==> src/rtl/sonic_pkg.sv <==
// Shared types, constants and width helpers for the multi-channel ultrasonic ranger.
package sonic_pkg;

    typedef enum logic [2:0] {
        IDLE,
        TRIG,
        WAIT_RISE,
        MEASURE,
        DONE,
        GAP
    } state_e;

    localparam int CM_NUM = 17;
    localparam int CM_DEN = 1000;

    // Bit width able to index n items, never less than one bit.
    function automatic int clog2_min1(input int n);
        return (n <= 2) ? 1 : $clog2(n);
    endfunction

    // Bit width able to hold the value max_val.
    function automatic int cnt_w(input int max_val);
        return clog2_min1(max_val + 1);
    endfunction

endpackage

==> src/rtl/sonic_ranger_if.sv <==
// Sensor pins plus per-channel result bus of the ranger; master is the ranger side.
interface sonic_ranger_if
    import sonic_pkg::*;
#(
    parameter int N_CH   = 2,
    parameter int DIST_W = 10
);
    localparam int CH_W = clog2_min1(N_CH);

    logic                     en;
    logic [N_CH-1:0]          echo;
    logic [N_CH-1:0]          trig;
    logic [N_CH*DIST_W-1:0]   distance;
    logic [N_CH-1:0]          timeout;
    logic                     dist_valid;
    logic [CH_W-1:0]          dist_ch;

    modport master (
        input  en,
        input  echo,
        output trig,
        output distance,
        output timeout,
        output dist_valid,
        output dist_ch
    );

    modport slave (
        output en,
        output echo,
        input  trig,
        input  distance,
        input  timeout,
        input  dist_valid,
        input  dist_ch
    );
endinterface

==> src/rtl/sonic_us_tick.sv <==
// Microsecond clock-enable: one-clk tick each time the prescaler wraps.
module sonic_us_tick
    import sonic_pkg::*;
#(
    parameter int CLK_HZ = 100_000_000
) (
    input  logic clk,
    input  logic rst,
    output logic tick_o
);
    localparam int DIV = CLK_HZ / 1_000_000;
    localparam int PW  = cnt_w(DIV - 1);
    localparam logic [PW-1:0] PMAX = PW'(DIV - 1);

    logic [PW-1:0] pre_q, pre_d;

    always_comb begin
        pre_d = (pre_q == PMAX) ? '0 : pre_q + 1'b1;
    end

    always_ff @(posedge clk or posedge rst) begin
        if (rst) pre_q <= '0;
        else     pre_q <= pre_d;
    end

    assign tick_o = (pre_q == PMAX);

endmodule

==> src/rtl/sonic_ranger.sv <==
// Round-robin HC-SR04 scanner: one trigger per slot, echo timed in microseconds,
// converted to saturated centimetres and published per channel.
module sonic_ranger
    import sonic_pkg::*;
#(
    parameter int CLK_HZ     = 100_000_000,
    parameter int N_CH       = 2,
    parameter int DIST_W     = 10,
    parameter int TRIG_US    = 10,
    parameter int SLOT_US    = 60000,
    parameter int ECHO_TO_US = 30000
) (
    input  logic           clk,
    input  logic           rst,
    sonic_ranger_if.master bus
);
    localparam int CH_W = clog2_min1(N_CH);
    localparam int SW   = cnt_w(SLOT_US);
    localparam int EW   = cnt_w(ECHO_TO_US);
    localparam int MW   = EW + 5;
    localparam int DW   = (MW > 10) ? MW : 10;

    logic tick;

    sonic_us_tick #(.CLK_HZ(CLK_HZ)) u_tick (
        .clk    (clk),
        .rst    (rst),
        .tick_o (tick)
    );

    logic [N_CH-1:0] sync1_q, sync2_q, sync3_q;

    always_ff @(posedge clk or posedge rst) begin
        if (rst) begin
            sync1_q <= '0;
            sync2_q <= '0;
            sync3_q <= '0;
        end else begin
            sync1_q <= bus.echo;
            sync2_q <= sync1_q;
            sync3_q <= sync2_q;
        end
    end

    state_e          state_q, state_d;
    logic [CH_W-1:0] ch_q, ch_d;
    logic [SW-1:0]   slot_q, slot_d;
    logic [EW-1:0]   echo_q, echo_d;
    logic            to_q, to_d;
    logic            rise, fall;

    assign rise = sync2_q[ch_q] & ~sync3_q[ch_q];
    assign fall = ~sync2_q[ch_q] & sync3_q[ch_q];

    always_comb begin
        state_d = state_q;
        ch_d    = ch_q;
        echo_d  = echo_q;
        to_d    = to_q;
        slot_d  = (tick && state_q != IDLE) ? slot_q + 1'b1 : slot_q;
        case (state_q)
            IDLE: begin
                // Start on a tick so the trigger and slot always begin µs-aligned.
                if (bus.en && tick) begin
                    state_d = TRIG;
                    ch_d    = '0;
                    slot_d  = '0;
                end
            end
            TRIG: begin
                if (tick && slot_q == SW'(TRIG_US - 1)) state_d = WAIT_RISE;
            end
            WAIT_RISE: begin
                if (slot_q == SW'(ECHO_TO_US)) begin
                    state_d = DONE;
                    to_d    = 1'b1;
                end else if (rise) begin
                    state_d = MEASURE;
                    echo_d  = '0;
                    to_d    = 1'b0;
                end
            end
            MEASURE: begin
                if (tick) echo_d = echo_q + 1'b1;
                if (slot_q == SW'(ECHO_TO_US)) begin
                    state_d = DONE;
                    to_d    = 1'b1;
                end else if (fall) begin
                    state_d = DONE;
                    to_d    = 1'b0;
                end
            end
            DONE: begin
                state_d = GAP;
            end
            GAP: begin
                if (tick && slot_q == SW'(SLOT_US - 1)) begin
                    if (bus.en) begin
                        state_d = TRIG;
                        ch_d    = (ch_q == CH_W'(N_CH - 1)) ? '0 : ch_q + 1'b1;
                        slot_d  = '0;
                    end else begin
                        state_d = IDLE;
                    end
                end
            end
            default: state_d = IDLE;
        endcase
    end

    always_ff @(posedge clk or posedge rst) begin
        if (rst) begin
            state_q <= IDLE;
            ch_q    <= '0;
            slot_q  <= '0;
            echo_q  <= '0;
            to_q    <= 1'b0;
        end else begin
            state_q <= state_d;
            ch_q    <= ch_d;
            slot_q  <= slot_d;
            echo_q  <= echo_d;
            to_q    <= to_d;
        end
    end

    logic [MW-1:0]     prod;
    logic [DW-1:0]     quo;
    logic [DIST_W-1:0] result;

    always_comb begin
        prod = MW'(echo_q) * MW'(CM_NUM);
        quo  = DW'(prod) / DW'(CM_DEN);
        if (to_q || (|(quo >> DIST_W))) result = '1;
        else                            result = DIST_W'(quo);
    end

    logic [N_CH-1:0]   trig_q;
    logic [DIST_W-1:0] dist_q [N_CH];
    logic [N_CH-1:0]   tflag_q;
    logic              valid_q;
    logic [CH_W-1:0]   dist_ch_q;

    always_ff @(posedge clk or posedge rst) begin
        if (rst) begin
            trig_q    <= '0;
            tflag_q   <= '0;
            valid_q   <= 1'b0;
            dist_ch_q <= '0;
            for (int i = 0; i < N_CH; i++) dist_q[i] <= '0;
        end else begin
            trig_q  <= (state_q == TRIG) ? (N_CH'(1) << ch_q) : '0;
            valid_q <= (state_q == DONE);
            if (state_q == DONE) begin
                dist_q[ch_q]  <= result;
                tflag_q[ch_q] <= to_q;
                dist_ch_q     <= ch_q;
            end
        end
    end

    genvar gi;
    generate
        for (gi = 0; gi < N_CH; gi++) begin : g_out
            assign bus.distance[gi*DIST_W +: DIST_W] = dist_q[gi];
        end
    endgenerate

    assign bus.trig       = trig_q;
    assign bus.timeout    = tflag_q;
    assign bus.dist_valid = valid_q;
    assign bus.dist_ch    = dist_ch_q;

endmodule

==> src/flat_wrapper.sv <==
// flat-port wrapper written by rule: the top's interface ports become plain ports
module sonic_ranger_flat import sonic_pkg::*;
#(
    parameter int CLK_HZ     = 100_000_000,
    parameter int N_CH       = 2,
    parameter int DIST_W     = 10,
    parameter int TRIG_US    = 10,
    parameter int SLOT_US    = 60000,
    parameter int ECHO_TO_US = 30000
)
  (clk, rst, bus_en, bus_echo, bus_trig, bus_distance, bus_timeout, bus_dist_valid, bus_dist_ch);
  sonic_ranger_if #(.N_CH(N_CH), .DIST_W(DIST_W)) bus_i ();
  input  logic clk;
  input  logic rst;
  input wire logic [$bits(bus_i.en)-1:0] bus_en;
  input wire logic [$bits(bus_i.echo)-1:0] bus_echo;
  output wire logic [$bits(bus_i.trig)-1:0] bus_trig;
  output wire logic [$bits(bus_i.distance)-1:0] bus_distance;
  output wire logic [$bits(bus_i.timeout)-1:0] bus_timeout;
  output wire logic [$bits(bus_i.dist_valid)-1:0] bus_dist_valid;
  output wire logic [$bits(bus_i.dist_ch)-1:0] bus_dist_ch;
  assign bus_i.en = bus_en;
  assign bus_i.echo = bus_echo;
  assign bus_trig = bus_i.trig;
  assign bus_distance = bus_i.distance;
  assign bus_timeout = bus_i.timeout;
  assign bus_dist_valid = bus_i.dist_valid;
  assign bus_dist_ch = bus_i.dist_ch;
  sonic_ranger #(.CLK_HZ(CLK_HZ), .N_CH(N_CH), .DIST_W(DIST_W), .TRIG_US(TRIG_US), .SLOT_US(SLOT_US), .ECHO_TO_US(ECHO_TO_US)) u_core (.clk(clk), .rst(rst), .bus(bus_i));
endmodule
==> config.mk <==
export PLATFORM = sky130hd
export DESIGN_NAME = sonic_ranger_flat
export DESIGN_NICKNAME = d
export VERILOG_FILES = /design/src/rtl/sonic_pkg.sv /design/src/rtl/sonic_ranger_if.sv /design/src/rtl/sonic_us_tick.sv /design/src/rtl/sonic_ranger.sv /design/src/flat_wrapper.sv
export SDC_FILE = /design/constraint.sdc
export NUM_CORES = 1
export LEC_CHECK = 0
export ABC_AREA = 0
export CORE_MARGIN = 8
export CORE_UTILIZATION = 35
export CTS_CLUSTER_DIAMETER = 50
export DETAILED_ROUTE_END_ITERATION = 6
export MAX_ROUTING_LAYER = met4
export SKIP_LAST_GASP = 1
export SYNTH_ARGS = -nofsm -noshare
export SYNTH_HDL_FRONTEND = slang
export SYNTH_SLANG_ARGS = --single-unit
export TNS_END_PERCENT = 30
==> constraint.sdc <==
create_clock -name clk -period 10.64 [get_ports clk]
set_input_delay 1.064 -clock clk [delete_from_list [all_inputs] [get_ports clk]]
set_output_delay 1.064 -clock clk [all_outputs]
set_load 0.005 [all_outputs]
# Word-level counts from Yosys, hierarchy flattened
# Cells that the tools add are included.
[word_totals]
regBits = 75
elab_cells = 106
input_bits = 5
output_inout_bits = 26
[op_classes]
div = 1
n_lt_le_gt_ge = 4
eq_ne = 18
n_bitwise = 5
n_shift = 1
mul = 1
n_mux = 41
addsub = 4
n_reduce_logical = 16
[ops]
columns = ["op", "n"]
rows = [
  ["16-bit two-way mux", 4],
  ["15-bit two-way mux", 3],
  ["16-bit one-hot mux with 2 select lines", 1],
  ["15-bit one-hot mux with 2 select lines", 1],
  ["3-bit two-way mux", 7],
  ["20-bit bitwise mux", 1],
  ["20-bit by 10-bit divider with 20-bit output (second input constant)", 1],
  ["15-bit by 5-bit multiplier with 20-bit output (second input constant)", 1],
  ["10-bit two-way mux", 2],
  ["3-bit one-hot mux with 6 select lines", 1],
  ["16-bit by 1-bit adder with 16-bit output (second input constant)", 1],
  ["16-bit by 15-bit equality test with 1-bit output (second input constant)", 1],
  ["16-bit equality test (second input constant)", 1],
  ["16-bit by 4-bit equality test with 1-bit output (second input constant)", 1],
  ["15-bit by 1-bit adder with 15-bit output (second input constant)", 1],
  ["1-bit two-way mux", 14],
  ["10-bit demux with 1-bit select", 1],
  ["2-bit by 1-bit inequality test with 1-bit output (second input constant)", 5],
  ["10-bit OR reduction", 1],
  ["4-bit AND reduction", 2],
  ["7-bit by 1-bit adder with 7-bit output (second input constant)", 1],
  ["7-bit equality test (second input constant)", 1],
  ["7-bit two-way mux", 1],
  ["3-bit by 2-bit equality test with 1-bit output (second input constant)", 2],
  ["24 further kinds", 36],
]

# Depth between registers and ports, before layout
[depth]
word_depth = 7
depth_mapped = 36
depth_no_buf = 30

# Modules after synthesis
# Synthesis repeated with hierarchy kept, for this count alone.
[unflattened]
cells_unflattened = 845
hier_area_um2 = 7078.0
[modules_own_cells]
columns = ["mod", "cells_per_inst", "area_per_inst_um2", "n_inst", "seq_area_each_um2"]
rows = [
  ["sonic_ranger", 815, 6742.7, 1, 1701.6],
  ["sonic_us_tick", 30, 335.3, 1, 175.2],
]

# Least setup slack after synthesis
# No wires, ideal clock.
[synth_path]
kind = "register to register"
start = "register u_core.echo_q[5]"
end = "register u_core.dist_q, in the netlist u_core.bus.distance[0]"
period_less_slack_ns = 8.135
arrival_ns = 8.053
slack_ns = 2.505
required_time_ns = 10.558
path_stages_with_launch = 34
setup_ns = 0.082
n_path_buf = 3
path_cell_list = "dfrtp_1 -> ha_1 -> ha_1 -> inv_1 -> fa_1 -> nand2b_1 -> a21o_1 -> and4_1 -> or4_4 -> buf_6 -> nand2_4 -> o32ai_4 -> o41ai_1 -> a21oi_1 -> o21ba_1 -> buf_6 -> a21oi_2 -> a31oi_2 -> o41ai_4 -> a22oi_2 -> buf_2 -> a311o_1 -> o21a_2 -> a2111oi_4 -> nor4_4 -> nor4_4 -> mux2i_1 -> o211ai_1 -> a211oi_1 -> a21bo_2 -> o21a_1 -> o211ai_1 -> nand4_1 -> a31oi_1"
[synth_between]
elab_chain_cells = 6
[synth_lines]
columns = ["item", "line", "rtl"]
rows = [
  ["from (decl)", "sonic_ranger.sv:48", "logic [EW-1:0] echo_q, echo_d;"],
  ["from (signal assigned)", "sonic_ranger.sv:122", "echo_q <= echo_d;"],
  ["15-bit by 5-bit multiplier with 20-bit output (*)", "sonic_ranger.sv:132", "prod = MW'(echo_q) * MW'(CM_NUM);"],
  ["20-bit by 10-bit divider with 20-bit output (*)", "sonic_ranger.sv:133", "quo = DW'(prod) / DW'(CM_DEN);"],
  ["10-bit OR reduction", "sonic_ranger.sv:134", "if (to_q || (|(quo >> DIST_W))) result = '1;"],
  ["1-bit logical OR", "sonic_ranger.sv:134", ""],
  ["10-bit two-way mux (*)", "sonic_ranger.sv:134", ""],
  ["20-bit bitwise mux (*)", "sonic_ranger.sv:155", "dist_q[ch_q] <= result;"],
  ["to (signal, indexed assignment)", "sonic_ranger.sv:155", ""],
  ["to (decl)", "sonic_ranger.sv:139", "logic [DIST_W-1:0] dist_q [N_CH];"],
]
# Every way passes the cells marked *; elsewhere a longest branch is shown, timed or not.
# A chain may end at the register's enable or synchronous reset.

# Worst setup path in the final report
# Same ends and word-level chain as after synthesis.

==> qor.txt <==
outcome: completed
maximum fanout along the worst path: 13
share of layout cells above drive strength 1: 8.55%
row cnt: 51
r2r startpoint: u_core.echo_q[5]
Slew Limit Fails: 0
Flop pwr share: 47.5%
RSZ-0062 raised after global routing: false
EDFF count, synth: 0
Largest delay share family, worst path: compound AO/OA/AOI/OAI gates
Syn Nets: 861
register area share after synthesis: 27.5%
DIE WIDTH: 156 um
WL final: 17.6 mm
Port Buf Inserts: 30
Design Area, Final: 0.00763 mm2
Most used DFF post-synth: dfrtp_1
vias post-DR: 6291
max cap viols: 0
Lkg Pwr: 3.08 nW
Critical Path AT: 9.96 ns
Clock Latency Late Sink: 0.35 ns
final hold vios: 0
Die ar.: 0.0242 mm2
Post-Syn Instances: 827
clk root buf: clkbuf_16
# diodes: 0
Post-DRT Antenna Nets: 0
Largest stage delay, worst path: 0.63 ns
Resize count post-CTS: 0
DP HPWL: 13.0 mm
DIE HEIGHT: 156 um
WL/cell: 15.9 um
Worst Setup SP: u_core.echo_q[5]
Setup TNS: 0 ns
placed instance area: 0.00733 mm2
# fillers: 1975
crit path launch type: flip-flop
Internal: 0.000461 W
PD cells: 81.1 mW/mm2
sum of buffers and inverters on the critical path: 1
global-route wire length before repair: 30.0 mm
clock sinks: 75
synth-to-layout area growth: 11.9%
Core Box Area: 0.0193 mm2
Boundary Pins: 31
CP max-delay cell: nor2_1
Setup Fix Bufs, Post-CTS: 0
Pre-antenna DRT Iters: 5
Worst setup EP type: flip-flop
GP Congestion: 0.892
DRC violation total after the first TritonRoute iteration: 530
Clock Power Share: 50.1%
final setup vio count: 0
Rel. slew slack: 35.1%
switch share: 25.5%
synthesized area per cell: 8.25 um2
Critical Path RT: 10.91 ns
Fmax: 103 MHz
hold_buf cts: 0
Final min period: 9.70 ns
Max VDD drop: 0.0000755 V
nets@finish: 871
Psw: 0.000158 W
Tightest Pin Transition: 0.974 ns
Logic pwr share: 2.4%
min-delay worst type: reg2reg
post-route clock period utilization: 91.1%
antenna violations before repair: 0
vias in the first global route: 5842
initial core utilization: 35.4%
synthesized cell area: 0.00682 mm2
crit path kind: reg2reg
H-tree levels: 3
Hold Crit Start: u_core.sync1_q[0]
Post-synth ARST share: 100%
GRT Resource Usage Total: 15.2%
TritonCTS clock tree: yes
Final Util: 39.6%
distinct cell type count after synthesis: 104
#FFs+latches synth: 75
Final Skew: 0.0109 ns
synth warn: 0
Max clock buf depth: 2
via/cell ratio: 5.68
total gr overflow: 0
number of buffers created by CTS: 9
largest net degree at the start of global routing: 76
CTS clk-pin slew, worst paths: 0.07 ns
drt drc: 0
flip-flops by register name, summed over array words and instances (netlist names), 3 cells and up:
register / count
u_core.u_tick.pre_q: 7
u_core.bus.distance: 20
u_core.slot_q: 16
u_core.echo_q: 15
u_core.state_q: 3
final timing paths:
path	endpoint	slack, ns	cells past startpoint
setup reg to reg	u_core.bus.distance[0]	0.94	30
max in group asynchronous	u_core.bus.distance[1]	8.68	3
hold reg to reg	u_core.sync2_q[0]	0.36	0
hold / removal	u_core.sync2_q[0]	0.36	0
setup / recovery	u_core.bus.distance[0]	0.94	30
min in group asynchronous	u_core.slot_q[9]	1.34	3
layout make-up:
class / count / area (um2) / share of cell area (%)
multi-input cells: 697 / 4710 / 61.7
clock inverters: 7 / 73.8 / 0.967
clock buffers: 9 / 225 / 2.95
flip-flops and latches: 75 / 1880 / 24.6
well taps: 265 / 332 / 4.34
repair buffers: 36 / 345 / 4.52
inverters: 18 / 68.8 / 0.901
through the flow:
stage               worst slack (ns)  instances  total power, W  hold WS, ns
floorplan                       2.50        827        0.000309        0.331
global placement                1.29       1091        0.000315        0.341
detailed placement              1.14       1091        0.000315        0.340
CTS                             1.06       1107        0.000627        0.362
global route                   0.115       1107        0.000642        0.371
finish                         0.942       1107        0.000619        0.358
cells in the final DEF (no fill, tap or decap), types with 7 or more instances in the layout:
cell | Yosys | routed
o21ai_0 | 44 | 44
nand2b_1 | 7 | 7
a21oi_1 | 49 | 49
clkdlybuf4s50_1 | 0 | 30
nor3_1 | 21 | 19
a21o_1 | 11 | 11
nand2_1 | 64 | 64
nor2b_1 | 11 | 11
inv_1 | 18 | 17
and3_1 | 19 | 19
ha_1 | 28 | 28
nor4_1 | 9 | 9
clkbuf_16 | 0 | 9
o211ai_1 | 10 | 10
xnor2_1 | 36 | 36
a211oi_1 | 11 | 11
nand4_1 | 13 | 13
nand3_1 | 37 | 37
nor2_1 | 100 | 100
mux2i_1 | 8 | 8
and2_1 | 10 | 10
xor2_1 | 20 | 20
o31ai_1 | 8 | 8
dfrtp_1 | 75 | 75
o21a_1 | 7 | 7
a31oi_1 | 13 | 13
Yosys cell counts (all sizes together) (5+ instances only):
| master | count | share of area, % |
|---|---|---|
| o21a | 8 | 0.90 |
| a21o | 12 | 1.3 |
| o2111ai | 5 | 0.64 |
| nand3 | 37 | 2.7 |
| a22oi | 5 | 0.62 |
| nor3b | 5 | 0.55 |
| ha | 28 | 5.1 |
| nand2b | 7 | 0.64 |
| and3 | 19 | 1.7 |
| nor3 | 23 | 1.8 |
| o31ai | 9 | 1.2 |
| dfrtp | 75 | 28 |
| and4 | 6 | 0.77 |
| mux2i | 9 | 1.4 |
| a211oi | 13 | 1.6 |
| inv | 18 | 0.99 |
| o311ai | 6 | 0.88 |
| nand4 | 14 | 1.4 |
| nor2b | 11 | 1.0 |
| buf | 15 | 1.4 |
| a21oi | 51 | 3.9 |
| clkbuf | 22 | 1.2 |
| and2 | 11 | 1.0 |
| o22ai | 5 | 0.46 |
| nor2 | 101 | 5.6 |
| xnor2 | 37 | 4.9 |
| a22o | 6 | 0.77 |
| xor2 | 20 | 2.6 |
| nand2 | 65 | 3.7 |
| or3 | 6 | 0.55 |
| o211ai | 11 | 1.3 |
| nor4 | 11 | 1.4 |
| a211o | 5 | 0.64 |
| or2 | 9 | 0.83 |
| a31oi | 14 | 1.4 |
| o21ai | 52 | 4.0 |
kinds of logic (layout without fill, tap and decap cells):
| group | count (synthesis) | after routing | synth area share [%] |
|---|---|---|---|
| flops | 75 | 75 | 27.5 |
| compound gates | 257 | 257 | 28.1 |
| xor+xnor | 57 | 57 | 7.43 |
| buf+inv | 55 | 70 | 3.59 |
| fa+ha+maj | 31 | 31 | 5.72 |
| mux | 13 | 13 | 2.09 |
| simple gates | 339 | 339 | 25.6 |
power by group through the flow:
stage | combinational (W) | sequential, W | clock [W]
floorplan | 0.0000109 | 0.000298 | 0
global placement | 0.0000152 | 0.000300 | 0
detailed placement | 0.0000154 | 0.000300 | 0
CTS | 0.0000154 | 0.000294 | 0.000318
global route | 0.0000174 | 0.000295 | 0.000330
finish | 0.0000147 | 0.000294 | 0.000310
routing by layer:
layer | part of all wire [%] | track usage (%) | up-vias
li1 | - | - | 3146
met1 | 51 | 21.1 | 2987
met2 | 44 | 22.9 | 140
met3 | 3.5 | 1.75 | 18
met4 | 1.4 | 4.02 | 0
met5 | 0 | - | -
Note: power is estimated with default switching activity, not from simulation.
